### config.mk
export PLATFORM = sky130hd
export DESIGN_NAME = jk_drive_sequencer
export DESIGN_NICKNAME = d
export VERILOG_FILES = /design/src/rtl/jk_drive_sequencer.sv
export SDC_FILE = /design/constraint.sdc
export NUM_CORES = 1
export LEC_CHECK = 0
export BUFFER_PORTS_ARGS = -buffer_cell sky130_fd_sc_hd__clkbuf_2
export CAP_MARGIN = 0
export CORE_ASPECT_RATIO = 0.8
export CORE_MARGIN = 4
export CORE_UTILIZATION = 44
export CTS_CLUSTER_DIAMETER = 120
export DETAILED_ROUTE_END_ITERATION = 10
export GPL_TIMING_DRIVEN = 1
export SYNTH_ARGS = -nofsm -noshare
export SYNTH_HDL_FRONTEND = slang
export SYNTH_SLANG_ARGS = --single-unit
### constraint.sdc
create_clock -name clk -period 3 [get_ports clk]
set_input_delay 0 -clock clk [delete_from_list [all_inputs] [get_ports clk]]
set_output_delay 0 -clock clk [all_outputs]
set_load 0.05 [all_outputs]
### src/rtl/jk_drive_sequencer.sv
// Command sequencer for a negative-edge JK flop stage: buffers {op, count} commands in a
// small FIFO, drives the jk bus for the requested cycle count and tracks the flop's Q.
module jk_drive_sequencer #(
  parameter int DEPTH = 4,
  parameter int CNT_W = 4
) (
  input  logic             clk,
  input  logic             reset,
  input  logic             cmd_valid,
  output logic             cmd_ready,
  input  logic [1:0]       cmd_op,
  input  logic [CNT_W-1:0] cmd_count,
  input  logic             abort,
  output logic [1:0]       jk,
  output logic             busy,
  output logic             done,
  output logic             q_model,
  output logic             state_dbg
);

  // Handshake: a command transfers on a rising edge where cmd_valid && cmd_ready;
  // cmd_op/cmd_count must be stable while cmd_valid is high and cmd_ready is low.

  localparam int PTR_W = (DEPTH > 1) ? $clog2(DEPTH) : 1;

  typedef enum logic {IDLE, ISSUE} state_t;

  state_t           state, state_nxt;
  logic [PTR_W-1:0] wptr, rptr;
  logic [PTR_W:0]   occ;
  logic [1:0]       mem_op  [DEPTH];
  logic [CNT_W-1:0] mem_cnt [DEPTH];
  logic [CNT_W-1:0] rem, rem_nxt;
  logic [1:0]       jk_nxt;
  logic             done_nxt;
  logic             full, empty, push, pop;
  logic [1:0]       head_op;
  logic [CNT_W-1:0] head_cnt;

  assign full      = (occ == (PTR_W+1)'(DEPTH));
  assign empty     = (occ == '0);
  assign cmd_ready = !full && !abort;
  assign push      = cmd_valid && cmd_ready;
  assign busy      = (state == ISSUE) || !empty;
  assign state_dbg = state;

  assign head_op  = mem_op[rptr];
  // A zero count still drives the op for one cycle.
  assign head_cnt = (mem_cnt[rptr] == '0) ? CNT_W'(1) : mem_cnt[rptr];

  always_comb begin
    state_nxt = state;
    jk_nxt    = jk;
    rem_nxt   = rem;
    done_nxt  = 1'b0;
    pop       = 1'b0;
    if (abort) begin
      state_nxt = IDLE;
      jk_nxt    = 2'b00;
      rem_nxt   = '0;
    end else begin
      case (state)
        IDLE: begin
          jk_nxt = 2'b00;
          if (!empty) begin
            pop       = 1'b1;
            jk_nxt    = head_op;
            rem_nxt   = head_cnt;
            state_nxt = ISSUE;
          end
        end
        ISSUE: begin
          if (rem > CNT_W'(1)) begin
            rem_nxt = rem - CNT_W'(1);
          end else if (!empty) begin
            // Final cycle of this command: chain the next one with no bubble.
            done_nxt = 1'b1;
            pop      = 1'b1;
            jk_nxt   = head_op;
            rem_nxt  = head_cnt;
          end else begin
            done_nxt  = 1'b1;
            jk_nxt    = 2'b00;
            rem_nxt   = '0;
            state_nxt = IDLE;
          end
        end
        default: begin
          state_nxt = IDLE;
          jk_nxt    = 2'b00;
          rem_nxt   = '0;
        end
      endcase
    end
  end

  always_ff @(posedge clk or negedge reset) begin
    if (!reset) begin
      state <= IDLE;
      jk    <= 2'b00;
      rem   <= '0;
      done  <= 1'b0;
    end else begin
      state <= state_nxt;
      jk    <= jk_nxt;
      rem   <= rem_nxt;
      done  <= done_nxt;
    end
  end

  always_ff @(posedge clk or negedge reset) begin
    if (!reset) begin
      wptr <= '0;
      rptr <= '0;
      occ  <= '0;
    end else if (abort) begin
      wptr <= '0;
      rptr <= '0;
      occ  <= '0;
    end else begin
      if (push) wptr <= wptr + PTR_W'(1);
      if (pop)  rptr <= rptr + PTR_W'(1);
      case ({push, pop})
        2'b10:   occ <= occ + (PTR_W+1)'(1);
        2'b01:   occ <= occ - (PTR_W+1)'(1);
        default: occ <= occ;
      endcase
    end
  end

  // Payload storage needs no reset; occupancy guards every read.
  always_ff @(posedge clk) begin
    if (push) begin
      mem_op[wptr]  <= cmd_op;
      mem_cnt[wptr] <= cmd_count;
    end
  end

  // Q follows the code that was on the bus during the cycle now ending.
  always_ff @(posedge clk or negedge reset) begin
    if (!reset) begin
      q_model <= 1'b0;
    end else begin
      case (jk)
        2'b01:   q_model <= 1'b0;
        2'b10:   q_model <= 1'b1;
        2'b11:   q_model <= ~q_model;
        default: q_model <= q_model;
      endcase
    end
  end

endmodule

==> qor.csv, run 1 <==
stage,metric,value,unit
finish,nFillCells,352,
timing,setup_viol,0,
timing,drv_slew,0,
yosys,ys_warn_count,0,
routing,wl_met2,1669,um
finish,drive_above_1_share,22.50,%
timing,worst_pin_slew,0.5061,ns
routing,viasPerCell,5.293,
timing,slew_headroom,65.91,%
setup_path,end_kind,flip-flop,
yosys,ys_ff_latch,40,
setup_path,rr_endpoint,occ[2]$_DFFE_PN0P_,
cts,cts_tree,built,
yosys,synthDistinctLibCells,36,
setup_path,path_max_fanout,7,
placed_design,placed_cells,200,
setup_path,crit-reg2reg-launch,rem[0]$_DFFE_PN0P_,
setup_path,cp-start-kind,flip-flop,
timing,rsz0062_at_grt,false,
routing,met1_length,1570,um
routing,drt_first_pass_iters,4,
grt,grt_pass1_wl,5885,um
power,ir_drop,367.4,uV
routing,drc,0,
floorplanning,io_pins,17,
cts,htree_levels,2,
cts,cts_resized,0,
floorplanning,start_util,47.32,%
routing,top_layer_used,met4,
placed_design,place_hpwl,2392,um
placed_design,portBuffers,16,
cts,path_clk_slew,0.08,ns
timing,timing.fmax,434.8,MHz
routing,wl_per_cell,15.78,um
placed_design,gp_congestion,0.8956,
yosys,syn_area_per_cell,14.09,um2
floorplanning,core,3929,um2
setup_path,required,3.18,ns
grt,grt_usage,15.09,%
status,status,"complete, no violations",
timing,clock_skew,0.006195,ns
routing,drt-initial-drc-count,50,
setup_path,cp-startpoint,rem[0]$_DFFE_PN0P_,
timing,post-route-period-util,76.66,%
timing,hold_slack,0.1546,ns
floorplanning,die_h,66.14,um
power,p_leak,0.8758,nW
routing,drt_wl_total,3393,um
power,finalPower,1.998,mW
worst_hold_path,hold_path_class,in2reg,
cts,root_buffer,clkbuf_8,
finish,layout.nets,176,
floorplanning,dieArea,5336,um2
timing,layout_min_cycle_time,2.300,ns
cts,clock_latency,0.29,ns
setup_path,rrSetupSlack,0.70,ns
finish,syn_to_final_growth,16.15,%
power,power.density,925.4,nW/um2
cts,clkSinkCount,40,
grt,antenna_found_initial,0,
grt,grt-ovfl-total,0,
yosys,synth_area,1859,um2
yosys,synth_nets,149,
job,maxCapViolCount,0,
setup_path,cp.arrival,2.48,ns
grt,grt_start_max_net_pins,22,
yosys,synth-seq-area-share,60.30,%
floorplanning,rows,20,
finish,final-instance-count-excl-fill,215,
yosys,syn_inst,132,
routing,postRouteAntennaNets,0,
setup_path,worstSetupPathType,reg2reg,
cts,cts_buffers,5,
setup_path,crit_end,occ[2]$_DFFE_PN0P_,
setup_path,rr_worst_depth,9,
floorplanning,die_width,80.68,um
grt,grt_pass1_vias,1201,
routing,num_vias,1138,
finish,antennaDiodeCount,0,
timing,fin_tns_setup,0,ns
cts,clock_path_buffers,2,
routing,dr_wl_met3,111,um
timing,finalHoldViolations,0,
[registers in the layout, indices dropped and copies added (netlist names)]
register and flops:
done 1, jk 2, mem_cnt 16, mem_op 8
occ 3, q_model 1, rem 4, rptr 2
state_dbg 1, wptr 2
[timing repair]
| item | in CTS | in global routing |
|---|---|---|
| setup buffers | 0 | 0 |
| hold buffers | 7 | 0 |
| endpoints found under the setup margin | 0 | 0 |
| endpoints found under the hold margin | 40 | 0 |
[worst max-delay path, stage by stage (launching register included)]
cell and delay, ns:
dfrtp_1 0.41, inv_1 0.06, ha_1 0.22, nor2_1 0.20
o21a_4 0.23, nor4_1 0.09, fa_1 0.40, o211a_1 0.12
a21oi_1 0.13, mux2_2 0.34
[where the power goes]
group | switching [mW] | internal (mW) | total, mW
sequential | 0.114 | 0.681 | 0.795
combinational | 0.501 | 0.339 | 0.840
clock | 0.179 | 0.183 | 0.363
[per-stage QoR]
| stage | setup WS, ns | utilization [%] | area [um2] |
|---|---|---|---|
| 3_5_place_dp | 0.7250 | 50.83 | 1997 |
| 5_1_grt | 0.5108 | 54.97 | 2160 |
| 6_report | 0.7003 | 54.97 | 2160 |
| 2_1_floorplan | 0.8447 | - | 1859 |
| 3_3_place_gp | 0.7745 | 50.83 | 1997 |
| 4_1_cts | 0.7093 | 54.97 | 2160 |
[how the worst min path moves through the flow]
| stage | from | to | slack [ns] | cells after the start |
|---|---|---|---|---|
| 3_3_place_gp | reset | q_model$_DFFE_PN0P_ | -0.05 | 1 |
| 2_1_floorplan | reset | done$_DFF_PN0_ | -0.30 | 0 |
| 4_1_cts | abort | state_dbg$_DFF_PN0_ | 0.15 | 2 |
| 6_report | abort | state_dbg$_DFF_PN0_ | 0.15 | 2 |
| 3_5_place_dp | reset | q_model$_DFFE_PN0P_ | -0.04 | 1 |
| 5_1_grt | reset | jk[0]$_DFFE_PN0P_ | 0.20 | 2 |
[logic make-up after synthesis]
group	after synthesis	synth area share [%]
buf+inv	11	2.624
xor+xnor	5	2.356
flops	40	60.30
simple gates	40	11.84
compound gates	18	6.998
mux	11	10.77
fa+ha+maj	7	5.114
[placed cells by master (no fill, tap or decap), drive strengths merged, types with 6 or more instances in the layout]
master	count
edfxtp	24
nor2	19
dlygate4sd3	7
clkbuf	22
ha	6
a21oi	6
mux4	6
inv	6
dfrtp	16
[layer usage]
metal	track usage (%)	vias to the layer above
met5	0	-
met4	5.063	0
met3	4.496	4
met2	24.90	19
met1	18.97	579
li1	-	536
[synthesized netlist by cell type, drive strengths merged]
master | count | area [um2]
a21oi | 6 | 30.03
a221oi | 4 | 35.03
a22oi | 2 | 15.01
and2 | 4 | 25.02
buf | 1 | 11.26
clkbuf | 4 | 15.01
dfrtp | 16 | 400.4
edfxtp | 24 | 720.7
fa | 1 | 20.02
ha | 6 | 75.07
inv | 6 | 22.52
mux2 | 3 | 33.78
mux2i | 2 | 20.02
mux4 | 6 | 146.4
nand2 | 1 | 3.750
nand2b | 3 | 18.77
nand3 | 1 | 5.000
nor2 | 19 | 87.58
nor2b | 2 | 12.51
nor3 | 4 | 25.02
nor3b | 1 | 7.510
nor4 | 1 | 6.260
o211a | 1 | 10.01
o21a | 1 | 15.01
o21ai | 2 | 10.01
o21bai | 1 | 7.510
o31ai | 1 | 7.510
or2 | 2 | 12.52
or3 | 1 | 6.260
or4b | 1 | 10.01
xnor2 | 2 | 17.52
xor2 | 3 | 26.28
[area by class of cell]
class / instances / area, um2 / area share, %
repair buffers: 25 / 165.2 / 7.648
clock buffers: 6 / 82.58 / 3.824
multi-input cells: 81 / 689.4 / 31.92
clock inverters: 2 / 10.01 / 0.4635
inverters: 6 / 22.52 / 1.043
flip-flops and latches: 40 / 1121 / 51.91
well taps: 55 / 68.82 / 3.187
Note: power is estimated with default switching activity, not from simulation.
==> inputs of run 2 (changes only) <==
clock period = 2.06 ns   (was 3 ns; I/O delays follow)
==> qor.csv, run 2 (synthesis results as in run 1) <==
stage,metric,value,unit,change
setup_path,end_kind,flip-flop,,
grt,grt_pass1_vias,1171,,-2.5%
grt,grt_pass1_wl,5782,um,-1.8%
worst_hold_path,hold_path_class,in2reg,,
power,p_clk_share,19.9,%,+1.8 points
finish,largest-register,mem_cnt,,
routing,drt_first_pass_iters,4,,unchanged
routing,wl_per_cell,15.96,um,+1.1%
routing,viasPerCell,5.195,,-1.8%
placed_design,place_hpwl,2458,um,+2.8%
job,maxCapViolCount,0,,unchanged
setup_path,cp-start-kind,flip-flop,,
cts,clock_path_buffers,2,,unchanged
grt,grt_usage,14.90,%,-0.18 points
cts,clock_latency,0.29,ns,about the same
timing,drv_slew,0,,unchanged
cts,htree_levels,2,,unchanged
floorplanning,io_pins,17,,unchanged
setup_path,required,2.23,ns,-0.95 ns
power,ir_drop,559.7,uV,+52%
finish,largest_reg_flops,16,,unchanged
timing,hold_slack,0.1551,ns,+0.0004640 ns
floorplanning,rows,20,,unchanged
timing,layout_min_cycle_time,2.025,ns,-0.2748 ns
routing,num_vias,1143,,+0.44%
grt,antenna_found_initial,0,,unchanged
finish,layout.nets,181,,+2.8%
finish,antennaDiodeCount,0,,unchanged
power,power.density,1398,nW/um2,+51%
setup_path,rrSetupSlack,0.04,ns,-0.67 ns
finish,layout_common_cells,"edfxtp_1 (24), nor2_1 (17), clkbuf_2 (16), dfrtp_1 (14)",,
placed_design,placed_cells,204,,+2.0%
floorplanning,die_h,66.14,um,unchanged
power,p_sw_share,38.85,%,-0.90 points
setup_path,path_max_fanout,3,,-4
cts,cts_buffers,5,,unchanged
timing,worst_pin_slew,0.4699,ns,-0.03621 ns
cts,path_clk_slew,0.08,ns,about the same
power,p_int,1.942,mW,+61%
power,combinationalPowerShare,43.7,%,+1.7 points
timing,finalHoldViolations,0,,unchanged
power,switching_power,1.234,mW,+55%
finish,final_common_cell,edfxtp_1,,
routing,drt-initial-drc-count,90,,+80%
cts,clkSinkCount,40,,unchanged
finish,drive_above_1_share,31.52,%,+9.0 points
timing,post-route-period-util,98.29,%,+22 points
routing,drc,0,,unchanged
timing,clock_skew,0.004169,ns,-0.002026 ns
power,seqPwrFrac,36.4,%,-3.4 points
setup_path,max_stage_delay,0.39,ns,-0.02 ns
timing,setup_viol,0,,unchanged
floorplanning,core,3929,um2,unchanged
routing,postRouteAntennaNets,0,,unchanged
grt,grt_start_max_net_pins,21,,-4.5%
timing,slew_headroom,68.35,%,+2.4 points
floorplanning,dieArea,5336,um2,unchanged
setup_path,slowest_stage,dfrtp_1,,
floorplanning,start_util,47.32,%,unchanged
setup_path,cp_cell_sequence,"inv_2, ha_2, nor2_4, o21a_4, nor4_4, fa_2, nor2_1, a21oi_2, mux2_2",,
finish,top_regs,"mem_cnt: 16 flops, mem_op: 8 flops, rem: 4 flops",,
setup_path,worstSetupPathType,reg2reg,,
placed_design,portBuffers,16,,unchanged
floorplanning,die_width,80.68,um,unchanged
power,p_leak,0.9044,nW,+3.3%
status,status,"complete, no violations",,
grt,grt-ovfl-total,0,,unchanged
finish,syn_to_final_growth,22.21,%,
timing,rsz0062_at_grt,true,,
placed_design,gp_congestion,0.8526,,-4.8%
finish,final-instance-count-excl-fill,220,,+2.3%
cts,root_buffer,clkbuf_8,,
setup_path,cp.arrival,2.20,ns,-0.28 ns
cts,cts_tree,built,,
routing,drt_wl_total,3511,um,+3.5%
timing,timing.fmax,493.9,MHz,+14%
-- run 2: routing by layer --
| layer | up-vias | global-route usage [%] | wire length [um] |
|---|---|---|---|
| li1 | 548 | - | - |
| met1 | 567 | 19.77 | 1594 |
| met2 | 24 | 23.55 | 1739 |
| met3 | 4 | 3.815 | 144 |
| met4 | 0 | 5.696 | 33 |
| met5 | - | 0 | 0 |
-- run 2: area by class of cell --
type,instances,area [um2]
Fill cell,329,1657
Clock buffer,5,68.82
Timing Repair Buffer,30,202.7
Tap cell,55,68.82
Inverter,6,22.52
Multi-Input combinational cell,81,743.2
Sequential cell,40,1124
Clock inverter,3,42.54
-- run 2: what timing repair did --
action,CTS,global route
pin swaps,2,3
endpoints found under the hold margin,40,0
hold buffers,7,0
endpoints found under the setup margin,1,2
gates resized for setup,5,1
setup buffers,1,0
-- run 2: final timing paths --
path                                      from                  end  cells past startpoint
setup reg to reg            rem[1]$_DFFE_PN0P_   occ[2]$_DFFE_PN0P_                      9
setup / recovery            rem[1]$_DFFE_PN0P_   occ[2]$_DFFE_PN0P_                      9
min in group asynchronous                reset  rptr[1]$_DFFE_PN0P_                      2
max in group asynchronous                reset   occ[0]$_DFFE_PN0P_                      2
hold / removal                           abort  state_dbg$_DFF_PN0_                      3
hold reg to reg            q_model$_DFFE_PN0P_  q_model$_DFFE_PN0P_                      1
-- run 2: power groups by stage --
stage          logic [mW]  registers, mW  clock network (mW)
4_1_cts              1.39           1.16               0.645
6_report             1.39           1.16               0.631
3_3_place_gp         1.31           1.16                   0
2_1_floorplan       0.931           1.24                   0
3_5_place_dp         1.33           1.17                   0
5_1_grt              1.53           1.18               0.684
-- run 2: critical path: cells and delay by family, from the launching register on --
family | cells | cell delay, ns
flops | 1 | 0.39
buf+inv | 1 | 0.09
compound gates | 2 | 0.34
simple gates | 3 | 0.29
fa+ha+maj | 2 | 0.46
mux | 1 | 0.34
-- run 2: per-stage QoR --
step | instance area, um2 | setup TNS [ns] | setup WS [ns] | power [mW] | util (%)
after floorplan | 1898 | 0 | 0.01502 | 2.170 | -
after detailed placement | 2062 | -0.005759 | -0.005759 | 2.500 | 52.48
final | 2272 | 0 | 0.03519 | 3.176 | 57.83
after global placement | 2062 | 0 | 0.05912 | 2.469 | 52.48
after CTS | 2268 | 0 | 0.003333 | 3.188 | 57.74
after global routing | 2272 | -0.07878 | -0.07878 | 3.392 | 57.83
==> inputs of run 3 (changes only) <==
SETUP_SLACK_MARGIN = 0.1   (was not set)
==> qor.csv, run 3 (synthesis results as in run 1) <==
stage,metric,value,unit,change
status,status,"complete, no violations",,
routing,num_vias,1159,,+1.4%
routing,drt-initial-drc-count,42,,-53%
placed_design,gp_congestion,0.7562,,-11%
grt,grt_pass1_wl,6058,um,+4.8%
floorplanning,io_pins,17,,unchanged
power,p_leak,0.9332,nW,+3.2%
grt,grt-ovfl-total,0,,unchanged
power,p_sw_share,38.38,%,-0.47 points
floorplanning,die_h,66.14,um,unchanged
timing,rsz0062_at_grt,true,,
finish,drive_above_1_share,33.53,%,+2.0 points
setup_path,end_kind,flip-flop,,
floorplanning,start_util,47.32,%,unchanged
setup_path,worstSetupPathType,reg2reg,,
grt,grt_start_max_net_pins,21,,unchanged
setup_path,cp-start-kind,flip-flop,,
floorplanning,die_width,80.68,um,unchanged
setup_path,cp.arrival,2.14,ns,-0.06 ns
finish,largest-register,mem_cnt,,
placed_design,place_hpwl,2545,um,+3.5%
floorplanning,rows,20,,unchanged
routing,wl_per_cell,15.91,um,-0.30%
grt,grt_usage,15.57,%,+0.67 points
cts,clock_path_buffers,2,,unchanged
power,combinationalPowerShare,45.9,%,+2.2 points
cts,root_buffer,clkbuf_8,,
finish,final-instance-count-excl-fill,225,,+2.3%
power,p_clk_share,19.0,%,-0.9 points
grt,antenna_found_initial,0,,unchanged
floorplanning,dieArea,5336,um2,unchanged
grt,grt_pass1_vias,1276,,+9.0%
routing,viasPerCell,5.151,,-0.85%
setup_path,required,2.23,ns,about the same
power,switching_power,1.263,mW,+2.4%
routing,drc,0,,unchanged
cts,clkSinkCount,40,,unchanged
cts,clock_latency,0.29,ns,about the same
routing,drt_first_pass_iters,4,,unchanged
timing,slew_headroom,66.84,%,-1.5 points
cts,path_clk_slew,0.08,ns,about the same
finish,layout.nets,186,,+2.8%
finish,antennaDiodeCount,0,,unchanged
power,power.density,1423,nW/um2,+1.8%
placed_design,portBuffers,16,,unchanged
finish,final_cell_area,2313,um2,+1.8%
placed_design,placed_cells,203,,-0.49%
routing,drt_wl_total,3580,um,+2.0%
setup_path,cp-startpoint,rem[1]$_DFFE_PN0P_,,
timing,fin_tns_setup,0,ns,unchanged
power,seqPwrFrac,35.1,%,-1.3 points
timing,worst_pin_slew,0.4922,ns,+0.02231 ns
finish,multi_input_area,747.0,um2,+0.50%
timing,setup_viol,0,,unchanged
timing,layout_min_cycle_time,1.968,ns,-0.05670 ns
floorplanning,core,3929,um2,unchanged
cts,cts_tree,built,,
finish,top_regs,"mem_cnt: 16 flops, mem_op: 8 flops, rem: 4 flops",,
finish,layout_common_cells,"edfxtp_1 (24), nor2_1 (17), clkbuf_2 (16), dfrtp_1 (14), buf_4 (12)",,
timing,finalHoldViolations,0,,unchanged
timing,worst_slack,0.09189,ns,+0.05670 ns
routing,postRouteAntennaNets,0,,unchanged
timing,drv_slew,0,,unchanged
job,maxCapViolCount,0,,unchanged
worst_hold_path,hp-start,abort,,
finish,utilization,58.89,%,+1.1 points
finish,nFillCells,334,,+1.5%
cts,cts_buffers,5,,unchanged
timing,clock_skew,0.006953,ns,+0.002784 ns
placed_design,place_ws,0.001639,ns,+0.007399 ns
power,p_int,2.028,mW,+4.4%
finish,seqCellArea,1124,um2,unchanged
placed_design,placed_area,2062,um2,unchanged
cts,htree_levels,2,,unchanged
finish,largest_reg_flops,16,,unchanged
finish,final_common_cell,edfxtp_1,,
power,ir_drop,608.1,uV,+8.6%
finish,syn_to_final_growth,24.43,%,
setup_path,crit-reg2reg-launch,rem[1]$_DFFE_PN0P_,,
setup_path,path_max_fanout,3,,unchanged
worst_hold_path,hold_path_class,in2reg,,
timing,timing.fmax,508.1,MHz,+2.9%
timing,post-route-period-util,95.54,%,-2.8 points
[run 3: per-layer routing]
layer	track usage (%)	routed length (um)	part of all wire, %
met5	0	0	0
met2	25.72	1776	50
met1	19.64	1676	47
met3	4.496	112	3.1
met4	5.274	15	0.42
[run 3: power groups by stage]
stage	sequential, mW	combinational [mW]	clock (mW)
after floorplan	1.24	0.945	0
after global placement	1.17	1.29	0
after detailed placement	1.18	1.32	0
after CTS	1.16	1.44	0.640
after global routing	1.18	1.65	0.683
final	1.15	1.51	0.626
[run 3: layout make-up]
cell class	count	area share, %
multi-input combinational	81	32.29
sequential	40	48.57
clock buffer	5	2.975
clock inverter	3	1.839
timing repair buffer	35	10.38
tap	55	2.975
inverter	6	0.9735
[run 3: worst max-delay path, stage by stage, from the launching register on]
cell and delay, ns:
dfrtp_1 0.40, inv_2 0.11, ha_2 0.20, nor2_4 0.04, o21a_4 0.19, nor4_4 0.16, fa_2 0.25, nor2_1 0.06
a21oi_2 0.14, mux2_4 0.31
[run 3: what timing repair did]
action                                  in CTS  in global routing
pin swaps                                    6                  2
endpoints found under the hold margin       40                  0
hold buffers                                 7                  0
gates resized for setup                      5                  0
setup buffers                                3                  4
endpoints found under the setup margin       3                  3
gates cloned                                 0                  0
[run 3: final timing paths]
kind	endpoint	slack (ns)	depth (start not counted)
worst min-delay path	state_dbg$_DFF_PN0_	0.14	3
worst max register to register	occ[2]$_DFFE_PN0P_	0.09	9
worst min register to register	q_model$_DFFE_PN0P_	0.51	1
worst max-delay path	occ[2]$_DFFE_PN0P_	0.09	9
max in group asynchronous	occ[0]$_DFFE_PN0P_	1.56	2
min in group asynchronous	rem[2]$_DFFE_PN0P_	0.18	2
[run 3: per-stage QoR]
stage	power (mW)	hold slack [ns]
after floorplan	2.183	-0.2956
after global routing	3.513	0.1717
after CTS	3.235	0.1404
after global placement	2.464	-0.04741
final	3.291	0.1434
after detailed placement	2.504	-0.04560
